==> config.mk <==
export PLATFORM = sky130hd
export DESIGN_NAME = id_ex_stage_flat
export DESIGN_NICKNAME = d
export VERILOG_FILES = /design/src/rtl/id_ex_if.sv /design/src/rtl/id_ex_stage.sv /design/src/flat_wrapper.sv
export SDC_FILE = /design/constraint.sdc
export NUM_CORES = 1
export LEC_CHECK = 0
export ABC_AREA = 1
export CORE_MARGIN = 2
export CORE_UTILIZATION = 40
export CTS_CLUSTER_DIAMETER = 150
export DETAILED_ROUTE_END_ITERATION = 16
export DONT_BUFFER_PORTS = 1
export PLACE_DENSITY = 0.57
export SLEW_MARGIN = 25
export SYNTH_ARGS = -nofsm -noshare
export SYNTH_HDL_FRONTEND = slang
export SYNTH_SLANG_ARGS = --single-unit
export TNS_END_PERCENT = 50
==> constraint.sdc <==
create_clock -name clk -period 4.3 [get_ports clk]
set_clock_uncertainty 0.15 [all_clocks]
set_input_delay 0.86 -clock clk [delete_from_list [all_inputs] [get_ports clk]]
set_output_delay 0.86 -clock clk [all_outputs]
set_load 0.05 [all_outputs]
==> src/rtl/id_ex_if.sv <==
// Decode-to-execute bundle: decoded instruction fields and front-end control going into
// the ID/EX register, plus the registered EX-side fields and hazard outputs coming back.
interface id_ex_if;
    // decode side
    logic        if_id_valid;
    logic [31:0] if_id_pc;
    logic [4:0]  if_id_rs1;
    logic [4:0]  if_id_rs2;
    logic [4:0]  if_id_rd;
    logic [31:0] rs1_data;
    logic [31:0] rs2_data;
    logic [31:0] imm;
    logic [1:0]  wb_ctrl;
    logic [1:0]  mem_ctrl;
    logic [3:0]  ex_ctrl;
    logic        ex_flush;
    logic        hold;
    // execute side
    logic        id_ex_valid;
    logic [31:0] id_ex_pc;
    logic [31:0] id_ex_rs1_data;
    logic [31:0] id_ex_rs2_data;
    logic [31:0] id_ex_imm;
    logic [4:0]  id_ex_rs1;
    logic [4:0]  id_ex_rs2;
    logic [4:0]  id_ex_rd;
    logic [1:0]  id_ex_wb;
    logic [1:0]  id_ex_mem;
    logic [3:0]  id_ex_ex;
    logic        pc_write;
    logic        if_id_write;
    logic        load_use_stall;
    logic [31:0] stall_count;

    // the pipeline register itself
    modport slave (
        input  if_id_valid, if_id_pc, if_id_rs1, if_id_rs2, if_id_rd,
               rs1_data, rs2_data, imm, wb_ctrl, mem_ctrl, ex_ctrl, ex_flush, hold,
        output id_ex_valid, id_ex_pc, id_ex_rs1_data, id_ex_rs2_data, id_ex_imm,
               id_ex_rs1, id_ex_rs2, id_ex_rd, id_ex_wb, id_ex_mem, id_ex_ex,
               pc_write, if_id_write, load_use_stall, stall_count
    );

    // the decode stage / surrounding core
    modport master (
        output if_id_valid, if_id_pc, if_id_rs1, if_id_rs2, if_id_rd,
               rs1_data, rs2_data, imm, wb_ctrl, mem_ctrl, ex_ctrl, ex_flush, hold,
        input  id_ex_valid, id_ex_pc, id_ex_rs1_data, id_ex_rs2_data, id_ex_imm,
               id_ex_rs1, id_ex_rs2, id_ex_rd, id_ex_wb, id_ex_mem, id_ex_ex,
               pc_write, if_id_write, load_use_stall, stall_count
    );
endinterface

==> src/rtl/id_ex_stage.sv <==
// ID/EX pipeline register with load-use hazard detection. Inserts one bubble when the
// instruction in decode reads the destination of a load sitting in EX, squashes on a
// taken branch, and freezes completely under a backend hold.
module id_ex_stage (
    input  logic clk,
    input  logic rst_n,
    id_ex_if.slave bus
);
    localparam int DATA_W = 32;
    localparam int REG_W  = 5;

    logic                     vld_p1;
    logic        [DATA_W-1:0] pc_p1;
    logic        [DATA_W-1:0] rs1_data_p1;
    logic        [DATA_W-1:0] rs2_data_p1;
    logic        [DATA_W-1:0] imm_p1;
    logic        [REG_W-1:0]  rs1_p1;
    logic        [REG_W-1:0]  rs2_p1;
    logic        [REG_W-1:0]  rd_p1;
    logic        [1:0]        wb_p1;
    logic        [1:0]        mem_p1;
    logic        [3:0]        ex_p1;
    logic        [31:0]       stall_cnt_p1;

    logic lu;
    logic stall;
    logic front_write;

    function automatic logic [31:0] sat_inc(input logic [31:0] v);
        return (v == 32'hFFFF_FFFF) ? v : v + 32'd1;
    endfunction

    // Hazard detect: a live load in EX writing a non-zero register that decode reads.
    // Flush and hold both override the stall so the redirect / freeze is not delayed.
    always_comb begin
        lu = vld_p1 & mem_p1[1] & (rd_p1 != '0) & bus.if_id_valid &
             ((rd_p1 == bus.if_id_rs1) | (rd_p1 == bus.if_id_rs2));
        stall       = lu & ~bus.ex_flush & ~bus.hold;
        front_write = ~bus.hold & ~stall;
    end

    // ---- ID -> EX boundary: hold > flush > load-use bubble > normal capture ----
    always_ff @(posedge clk or negedge rst_n) begin
        if (!rst_n) begin
            vld_p1      <= 1'b0;
            pc_p1       <= '0;
            rs1_data_p1 <= '0;
            rs2_data_p1 <= '0;
            imm_p1      <= '0;
            rs1_p1      <= '0;
            rs2_p1      <= '0;
            rd_p1       <= '0;
            wb_p1       <= '0;
            mem_p1      <= '0;
            ex_p1       <= '0;
        end else if (!bus.hold) begin
            if (bus.ex_flush || stall) begin
                vld_p1      <= 1'b0;
                pc_p1       <= '0;
                rs1_data_p1 <= '0;
                rs2_data_p1 <= '0;
                imm_p1      <= '0;
                rs1_p1      <= '0;
                rs2_p1      <= '0;
                rd_p1       <= '0;
                wb_p1       <= '0;
                mem_p1      <= '0;
                ex_p1       <= '0;
            end else begin
                vld_p1      <= bus.if_id_valid;
                pc_p1       <= bus.if_id_pc;
                rs1_data_p1 <= bus.rs1_data;
                rs2_data_p1 <= bus.rs2_data;
                imm_p1      <= bus.imm;
                rs1_p1      <= bus.if_id_rs1;
                rs2_p1      <= bus.if_id_rs2;
                rd_p1       <= bus.if_id_rd;
                // an empty slot must never write the register file or memory
                wb_p1       <= bus.if_id_valid ? bus.wb_ctrl  : 2'b00;
                mem_p1      <= bus.if_id_valid ? bus.mem_ctrl : 2'b00;
                ex_p1       <= bus.ex_ctrl;
            end
        end
    end

    // Count bubble-inserting cycles, sticking at all-ones.
    always_ff @(posedge clk or negedge rst_n) begin
        if (!rst_n) begin
            stall_cnt_p1 <= '0;
        end else if (stall) begin
            stall_cnt_p1 <= sat_inc(stall_cnt_p1);
        end
    end

    assign bus.id_ex_valid    = vld_p1;
    assign bus.id_ex_pc       = pc_p1;
    assign bus.id_ex_rs1_data = rs1_data_p1;
    assign bus.id_ex_rs2_data = rs2_data_p1;
    assign bus.id_ex_imm      = imm_p1;
    assign bus.id_ex_rs1      = rs1_p1;
    assign bus.id_ex_rs2      = rs2_p1;
    assign bus.id_ex_rd       = rd_p1;
    assign bus.id_ex_wb       = wb_p1;
    assign bus.id_ex_mem      = mem_p1;
    assign bus.id_ex_ex       = ex_p1;
    assign bus.pc_write       = front_write;
    assign bus.if_id_write    = front_write;
    assign bus.load_use_stall = stall;
    assign bus.stall_count    = stall_cnt_p1;
endmodule

==> src/flat_wrapper.sv <==
// flat-port wrapper written by rule: the top's interface ports become plain ports
module id_ex_stage_flat 
  (clk, rst_n, bus_if_id_valid, bus_if_id_pc, bus_if_id_rs1, bus_if_id_rs2, bus_if_id_rd, bus_rs1_data, bus_rs2_data, bus_imm, bus_wb_ctrl, bus_mem_ctrl, bus_ex_ctrl, bus_ex_flush, bus_hold, bus_id_ex_valid, bus_id_ex_pc, bus_id_ex_rs1_data, bus_id_ex_rs2_data, bus_id_ex_imm, bus_id_ex_rs1, bus_id_ex_rs2, bus_id_ex_rd, bus_id_ex_wb, bus_id_ex_mem, bus_id_ex_ex, bus_pc_write, bus_if_id_write, bus_load_use_stall, bus_stall_count);
  id_ex_if bus_i ();
  input  logic clk;
  input  logic rst_n;
  input wire logic [$bits(bus_i.if_id_valid)-1:0] bus_if_id_valid;
  input wire logic [$bits(bus_i.if_id_pc)-1:0] bus_if_id_pc;
  input wire logic [$bits(bus_i.if_id_rs1)-1:0] bus_if_id_rs1;
  input wire logic [$bits(bus_i.if_id_rs2)-1:0] bus_if_id_rs2;
  input wire logic [$bits(bus_i.if_id_rd)-1:0] bus_if_id_rd;
  input wire logic [$bits(bus_i.rs1_data)-1:0] bus_rs1_data;
  input wire logic [$bits(bus_i.rs2_data)-1:0] bus_rs2_data;
  input wire logic [$bits(bus_i.imm)-1:0] bus_imm;
  input wire logic [$bits(bus_i.wb_ctrl)-1:0] bus_wb_ctrl;
  input wire logic [$bits(bus_i.mem_ctrl)-1:0] bus_mem_ctrl;
  input wire logic [$bits(bus_i.ex_ctrl)-1:0] bus_ex_ctrl;
  input wire logic [$bits(bus_i.ex_flush)-1:0] bus_ex_flush;
  input wire logic [$bits(bus_i.hold)-1:0] bus_hold;
  output wire logic [$bits(bus_i.id_ex_valid)-1:0] bus_id_ex_valid;
  output wire logic [$bits(bus_i.id_ex_pc)-1:0] bus_id_ex_pc;
  output wire logic [$bits(bus_i.id_ex_rs1_data)-1:0] bus_id_ex_rs1_data;
  output wire logic [$bits(bus_i.id_ex_rs2_data)-1:0] bus_id_ex_rs2_data;
  output wire logic [$bits(bus_i.id_ex_imm)-1:0] bus_id_ex_imm;
  output wire logic [$bits(bus_i.id_ex_rs1)-1:0] bus_id_ex_rs1;
  output wire logic [$bits(bus_i.id_ex_rs2)-1:0] bus_id_ex_rs2;
  output wire logic [$bits(bus_i.id_ex_rd)-1:0] bus_id_ex_rd;
  output wire logic [$bits(bus_i.id_ex_wb)-1:0] bus_id_ex_wb;
  output wire logic [$bits(bus_i.id_ex_mem)-1:0] bus_id_ex_mem;
  output wire logic [$bits(bus_i.id_ex_ex)-1:0] bus_id_ex_ex;
  output wire logic [$bits(bus_i.pc_write)-1:0] bus_pc_write;
  output wire logic [$bits(bus_i.if_id_write)-1:0] bus_if_id_write;
  output wire logic [$bits(bus_i.load_use_stall)-1:0] bus_load_use_stall;
  output wire logic [$bits(bus_i.stall_count)-1:0] bus_stall_count;
  assign bus_i.if_id_valid = bus_if_id_valid;
  assign bus_i.if_id_pc = bus_if_id_pc;
  assign bus_i.if_id_rs1 = bus_if_id_rs1;
  assign bus_i.if_id_rs2 = bus_if_id_rs2;
  assign bus_i.if_id_rd = bus_if_id_rd;
  assign bus_i.rs1_data = bus_rs1_data;
  assign bus_i.rs2_data = bus_rs2_data;
  assign bus_i.imm = bus_imm;
  assign bus_i.wb_ctrl = bus_wb_ctrl;
  assign bus_i.mem_ctrl = bus_mem_ctrl;
  assign bus_i.ex_ctrl = bus_ex_ctrl;
  assign bus_i.ex_flush = bus_ex_flush;
  assign bus_i.hold = bus_hold;
  assign bus_id_ex_valid = bus_i.id_ex_valid;
  assign bus_id_ex_pc = bus_i.id_ex_pc;
  assign bus_id_ex_rs1_data = bus_i.id_ex_rs1_data;
  assign bus_id_ex_rs2_data = bus_i.id_ex_rs2_data;
  assign bus_id_ex_imm = bus_i.id_ex_imm;
  assign bus_id_ex_rs1 = bus_i.id_ex_rs1;
  assign bus_id_ex_rs2 = bus_i.id_ex_rs2;
  assign bus_id_ex_rd = bus_i.id_ex_rd;
  assign bus_id_ex_wb = bus_i.id_ex_wb;
  assign bus_id_ex_mem = bus_i.id_ex_mem;
  assign bus_id_ex_ex = bus_i.id_ex_ex;
  assign bus_pc_write = bus_i.pc_write;
  assign bus_if_id_write = bus_i.if_id_write;
  assign bus_load_use_stall = bus_i.load_use_stall;
  assign bus_stall_count = bus_i.stall_count;
  id_ex_stage u_core (.clk(clk), .rst_n(rst_n), .bus(bus_i));
endmodule
==> results of run 1 <==
logic make-up after synthesis:
logic type | share of synthesized area
and+or+nand+nor | 0.270
DFF | 0.551
buffers and inverters | 0.0571
xor gates and xnor gates | 0.0304
adders and majority gates | 0.00150
AOI/OAI and AO/OA | 0.0900
worst min path at each step:
stage	depth (start not counted)	end	slack [ns]	start
after floorplan	0	u_core.bus.id_ex_ex[0]	0.41	rst_n
after global placement	0	u_core.bus.id_ex_rs1[1]	0.42	rst_n
after detailed placement	0	u_core.bus.id_ex_imm[30]	0.42	rst_n
after CTS	0	u_core.bus.id_ex_imm[30]	-0.06	rst_n
after global routing	0	u_core.bus.id_ex_imm[30]	-0.06	rst_n
final	0	u_core.bus.id_ex_rs1[1]	-0.02	rst_n
power breakdown:
part	leakage [nW]	switching [mW]	internal (mW)	total [mW]
Sequential	2.43	0.495	1.83	2.32
Clock	0.296	0.764	0.841	1.61
Combinational	1.54	0.111	0.0668	0.178
worst register-to-register path, cell delays in order (launching register included):
cell and delay [ns]:
dfrtp_1 0.72, ha_1 0.36, nand2_1 0.12, nor2_4 0.18, nand2_2 0.12, nor2_2 0.17
nand2_1 0.12, nand4_2 0.55, nand2_1 0.16, nand2_1 0.11
per-stage QoR:
| step | setup slack [ns] | total power, mW |
|---|---|---|
| 3_3_place_gp | 1.31 | 2.54 |
| 2_1_floorplan | 1.04 | 2.50 |
| 4_1_cts | 0.831 | 4.16 |
| 5_1_grt | 0.612 | 4.28 |
| 3_5_place_dp | 1.28 | 2.54 |
| 6_report | 0.871 | 4.11 |
registers in the layout, indices dropped and copies added (netlist names):
name	cells
u_core.bus.id_ex_imm	32
u_core.bus.id_ex_pc	32
u_core.bus.id_ex_rs1_data	32
u_core.bus.id_ex_rs2_data	32
u_core.bus.stall_count	32
u_core.bus.id_ex_rd	5
u_core.bus.id_ex_rs1	5
u_core.bus.id_ex_rs2	5
u_core.bus.id_ex_ex	4
u_core.bus.id_ex_mem	2
u_core.bus.id_ex_wb	2
u_core.bus.id_ex_valid	1
cell type report:
cell class,count,area [um2]
clock buffers,18,429
clock inverters,14,176
fillers,2091,11400
inverters,33,126
multi-input cells,748,3270
flip-flops and latches,184,4600
well taps,270,338
repair buffers,5,37.5
timing repair:
item	in CTS	in global routing
gates resized for setup	0	0
hold endpoints to repair	184	184
setup buffers	0	0
endpoints found under the setup margin	0	0
layout by cell type (no fill, tap or decap):
cell	synthesis	routed
nor3_1	9	9
nor2_2	1	1
xor2_1	21	21
o22ai_1	5	5
nand3_2	1	1
ha_1	1	1
inv_4	0	1
inv_8	0	4
nand2_4	2	2
nand3b_1	3	3
nor3_2	1	1
clkinv_8	0	3
nand3_1	5	5
nand4_1	6	6
nand2_2	3	3
buf_4	2	5
nor2_1	48	48
clkinv_4	0	1
bufinv_16	0	1
dfrtp_1	184	184
o21ai_0	133	133
o21ai_1	11	11
inv_2	7	6
clkbuf_16	0	17
xnor2_1	8	8
clkbuf_1	35	1
nand2_1	486	486
nand4_2	1	1
nor2_4	2	2
nor3_4	1	1
inv_6	0	5
inv_1	26	26
metal layers:
layer | part of all wire | GRT usage | up-vias
li1 | - | - | 3133
met1 | 0.41 | 0.254 | 3023
met2 | 0.49 | 0.329 | 238
met3 | 0.084 | 0.0712 | 27
met4 | 0.018 | 0.0624 | 0
met5 | 0 | 0 | -
==> metrics, run 1 <==
GP Congestion=about 0.83; core area=a little over 20000 um2; Root Buffer=clkbuf_16; DIE HEIGHT=149 um; Worst path max stage delay=between 0.6 and 0.7 ns; Non-Filler Instances=roughly 1300; status=complete, but fails checks; Max rail drop VDD=0.243 mV; ys async rst share=1.00; PortBufs=0; WP buf/inv=3; layout cells sized above 1=0.0549; Req. time, crit path=~3.3 ns; worst setup path end=bus_if_id_write; DR WL/cell=between 15 and 20 um; Final Max Tran Viols=0; critical path data arrival time=roughly 2.4 ns; Clock transition at path regs=~0.08 ns; Final TNS setup=0 ns; RSZ-0062 raised after global routing=no; slew of the pin with the lowest slew margin=about 0.86 ns; Die ar.=around 22000 um2; clock sink count=roughly 180; DR iter-0 viols=roughly 310; Cell Area, Synth=between 8000 and 9000 um2; Critical R2R Capture=u_core.bus.stall_count[10]; Final HPWL DP=15300 um; failing checks=negative hold slack; CP Launch Point=u_core.bus.id_ex_rd[1]; first-pass GRT wire length=roughly 35000 um; Yosys top cell by area=dfrtp_1; GR Overflow Total=0; initial antenna violation count=0; # nets final=approximately 1100; CP max FO=27; distinct cell type count after synthesis=27; DP Cell Count=~1200; Hold Vio Cnt, Final=39; drt drc=0; CTS tree=yes; final WL=around 22000 um; Worst path top cell family by delay=simple AND/OR/NAND/NOR gates; Synth area leaders=dfrtp_1 55%, nand2_1 22%, o21ai_0 8.0%; R2R Setup Slk=approximately 1.5 ns; worst-case reg-to-reg path depth=9; Final Cell Area=8980 um2; fmax=between 200 and 300 MHz; Yosys reg bits=184; routed via count=6421; TritonRoute pass-1 iters=4; Worst setup SP type=flip-flop; area share of the largest cell type after synthesis=0.551; Post-synth EDFFs=0; min Tclk post-route=3.43 ns; Seq/Total Area, Yosys=0.551; Synth top cells by count=486 x nand2_1, 184 x dfrtp_1, 133 x o21ai_0; Initial Utilization=0.410; Total GRT Usage=0.202; number of diodes=0; H-tree levels=4; P&R area growth vs syn=7.55%; vias in the first global route=roughly 6200; Synthesis Warnings=0; WS Path Type=flip-flop to output port; final core occ=0.441; largest net degree at the start of global routing=around 190; io pins=343; post-route antenna net violation count=0; MaxCap Viol Count=0; most common cell in the synthesized netlist=nand2_1; clk_lat worst skew=0.42 ns; Cell Pwr Density=around 460 nW/um2; mean post-synth cell area=about 8 um2; clock buffer depth=2; final hold slack=-0.0244 ns; top_reg_cell synth=dfrtp_1; Final Cycle Share=0.798; DR vias/cell=5.05; static leakage=approximately 4.3 nW; slew margin rel.=0.426; post-synthesis cell count=1021; slowest CP cell=dfrtp_1; Final Setup Violations=0; syn_nets=~1200; Cell Area, Placed=8380 um2; Critical Path Stages=10; FF-to-FF Start=u_core.bus.stall_count[1]; crit path cell chain=inv_1, nand2_1, nand2_1, nor2_1, nand3_1, nand2_2, nand2_4, nand2_4, inv_1, buf_4; worst hold path type=primary input to asynchronous set/reset pin; cell row count=52; total CTS buffers=17; Critical Path End Type=output port; die width=around 150 um
No activity file was read; power rests on OpenSTA's default activity.
==> run 2: changes to the inputs <==
Clock period 4.3 ns to 3.5 ns, I/O delays scaled along.
==> run 2 against run 1 <==
  * The flow still finishes with violations (negative hold slack)
  * Critical path depth decreased by 2
  * Via count increased by 0.47%
  * Non-clock buffer count increased by 28
  * Worst setup slack got worse by 0.42 ns
  * Flip-flop and latch count unchanged
  * Largest cell class unchanged
  * Highest routed layer unchanged
==> metrics, run 2 (same netlist as run 1, synthesis figures left out) <==
status=complete, but fails checks; failing checks=negative hold slack; Final HPWL DP=15000 um (-1.6%); P&R area growth vs syn=10.2%; TritonRoute pass-1 iters=4 (unchanged); busiest grt layer=met2; M2 GR Usage=0.320 (-0.00833); DIE HEIGHT=149 um (unchanged); most frequent cells in the layout=486 x nand2_1, 184 x dfrtp_1, 133 x o21ai_0, 48 x nor2_1, 31 x buf_4; routed via count=6451 (+0.47%); register share of total power=0.565 (about the same); Hold Vio Cnt, Final=184 (+370%); total CTS buffers=17 (unchanged); layout cells sized above 1=0.0806 (+0.0257); CTS tree=yes; final WL=22300 um (-0.53%); Die ar.=22100 um2 (unchanged); Cell Area, Placed=8600 um2 (+2.7%); Critical R2R Capture=u_core.bus.stall_count[12]; worst hold path type=primary input to asynchronous set/reset pin; clock sink count=184 (unchanged); Max rail drop VDD=0.336 mV (+38%); fmax=between 300 and 400 MHz; DR WL/cell=17.1 um (-2.7%); Non-Filler Instances=1300 (+2.2%); PortBufs=0 (unchanged); FF-to-FF Start=u_core.bus.stall_count[1]; Clock transition at path regs=0.08 ns (about the same); drt drc=0 (unchanged); slew of the pin with the lowest slew margin=0.879 ns (+0.0201 ns); Sw Ratio=0.332 (-0.00188); logic gate share of total power=0.047 (+0.004); DP Cell Count=1268 (+2.3%); critical path data arrival time=2.19 ns (-0.23 ns); initial antenna violation count=0 (unchanged); Root Buffer=clkbuf_16; first-pass GRT wire length=34800 um (-1.3%); worst setup path end=bus_load_use_stall; worst-case reg-to-reg path depth=10 (+1); cell row count=52 (unchanged); Req. time, crit path=2.65 ns (-0.64 ns); H-tree levels=4 (unchanged); Worst setup SP type=flip-flop; vias in the first global route=6228 (+0.23%); R2R Setup Slk=0.90 ns (-0.57 ns); Final TNS setup=0 ns (unchanged); WS Path Type=flip-flop to output port; core area=20400 um2 (unchanged); Critical Path End Type=output port; post-route antenna net violation count=0 (unchanged); Final Setup Violations=0 (unchanged); io pins=343 (unchanged); postcts setup bufs=0 (unchanged); min Tclk post-route=just over 3 ns; final hold slack=-0.187 ns (-0.163 ns); CP max FO=5 (-81%); GP Congestion=0.884 (+6.1%); clock network power share=0.389 (-0.002); # nets final=1174 (+2.4%); clk_lat worst skew=0.42 ns (about the same); post-cts resize count=0 (unchanged); largest net degree at the start of global routing=185 (unchanged); Internal=3.37 mW (+23%); static leakage=4.42 nW (+3.7%); Initial Utilization=0.410 (unchanged); Final Max Tran Viols=0 (unchanged); slew margin rel.=0.413 (-0.0134); MaxCap Viol Count=0 (unchanged); GR Overflow Total=0 (unchanged); Final Cell Area=9210 um2 (+2.5%); Psw=1.67 mW (+22%); die width=149 um (unchanged); most common library cell in the layout ignoring fill and taps=nand2_1; number of diodes=0 (unchanged); DR iter-0 viols=352 (+14%); CP Launch Point=u_core.bus.id_ex_rd[0]; Total GRT Usage=0.199 (-0.00260); Cell Pwr Density=547 nW/um2 (+20%); RSZ-0062 raised after global routing=no; final core occ=0.452 (+0.0109); Final Cycle Share=0.870; global routing usage on met3=0.0798 (+0.00859); DR vias/cell=4.96 (-1.7%); clock buffer depth=2 (unchanged); GR Util met1=0.250 (-0.00332)
-- run 2: changes by cell type in the layout (fill, tap and decap cells not counted), sizes merged --
cell / previous run / this run
buf: 5 / 33
-- run 2: layer usage --
layer,vias to the layer above,wire [um],share of wire
met1,2986,9140,0.41
met3,24,2120,0.095
li1,3196,-,-
met5,-,0,0
met2,245,10600,0.48
met4,0,366,0.016
-- run 2: worst max-delay path: stages, from the launching register on --
cell     delay, ns
dfrtp_1       0.73
inv_2         0.09
nand2_1       0.08
nand2_1       0.05
nor2_1        0.08
nand3_1       0.10
nand2_2       0.15
nand3_2       0.12
inv_1         0.37
-- run 2: cell type report --
| type | count | area [um2] |
|---|---|---|
| sequential | 184 | 4600 |
| clock inverter | 14 | 171 |
| multi-input combinational | 748 | 3270 |
| tap | 270 | 338 |
| timing repair buffer | 33 | 264 |
| clock buffer | 18 | 429 |
| inverter | 33 | 126 |
| fill | 2017 | 11200 |
-- run 2: worst min-delay path by stage --
stage                      from                       end  slack, ns  cells after the start
after global placement    rst_n  u_core.bus.id_ex_imm[30]       0.26                      0
after detailed placement  rst_n   u_core.bus.id_ex_rs2[0]       0.26                      0
after global routing      rst_n  u_core.bus.id_ex_imm[30]      -0.22                      0
after floorplan           rst_n    u_core.bus.id_ex_ex[0]       0.25                      0
final                     rst_n  u_core.bus.id_ex_imm[30]      -0.19                      0
after CTS                 rst_n   u_core.bus.id_ex_rs2[0]      -0.21                      0
-- run 2: through the flow --
stage               setup slack, ns  total power, mW
finish                        0.455             5.04
global route                  0.291             5.24
CTS                           0.414             5.10
detailed placement            0.645             3.13
global placement              0.702             3.12
floorplan                     0.558             3.07
-- run 2: power by group through the flow --
stage,Sequential [mW],Combinational [mW],Clock [mW]
after floorplan,2.85,0.217,0
after global placement,2.89,0.232,0
after detailed placement,2.89,0.243,0
after CTS,2.85,0.240,2.02
after global routing,2.86,0.277,2.10
final,2.84,0.236,1.96
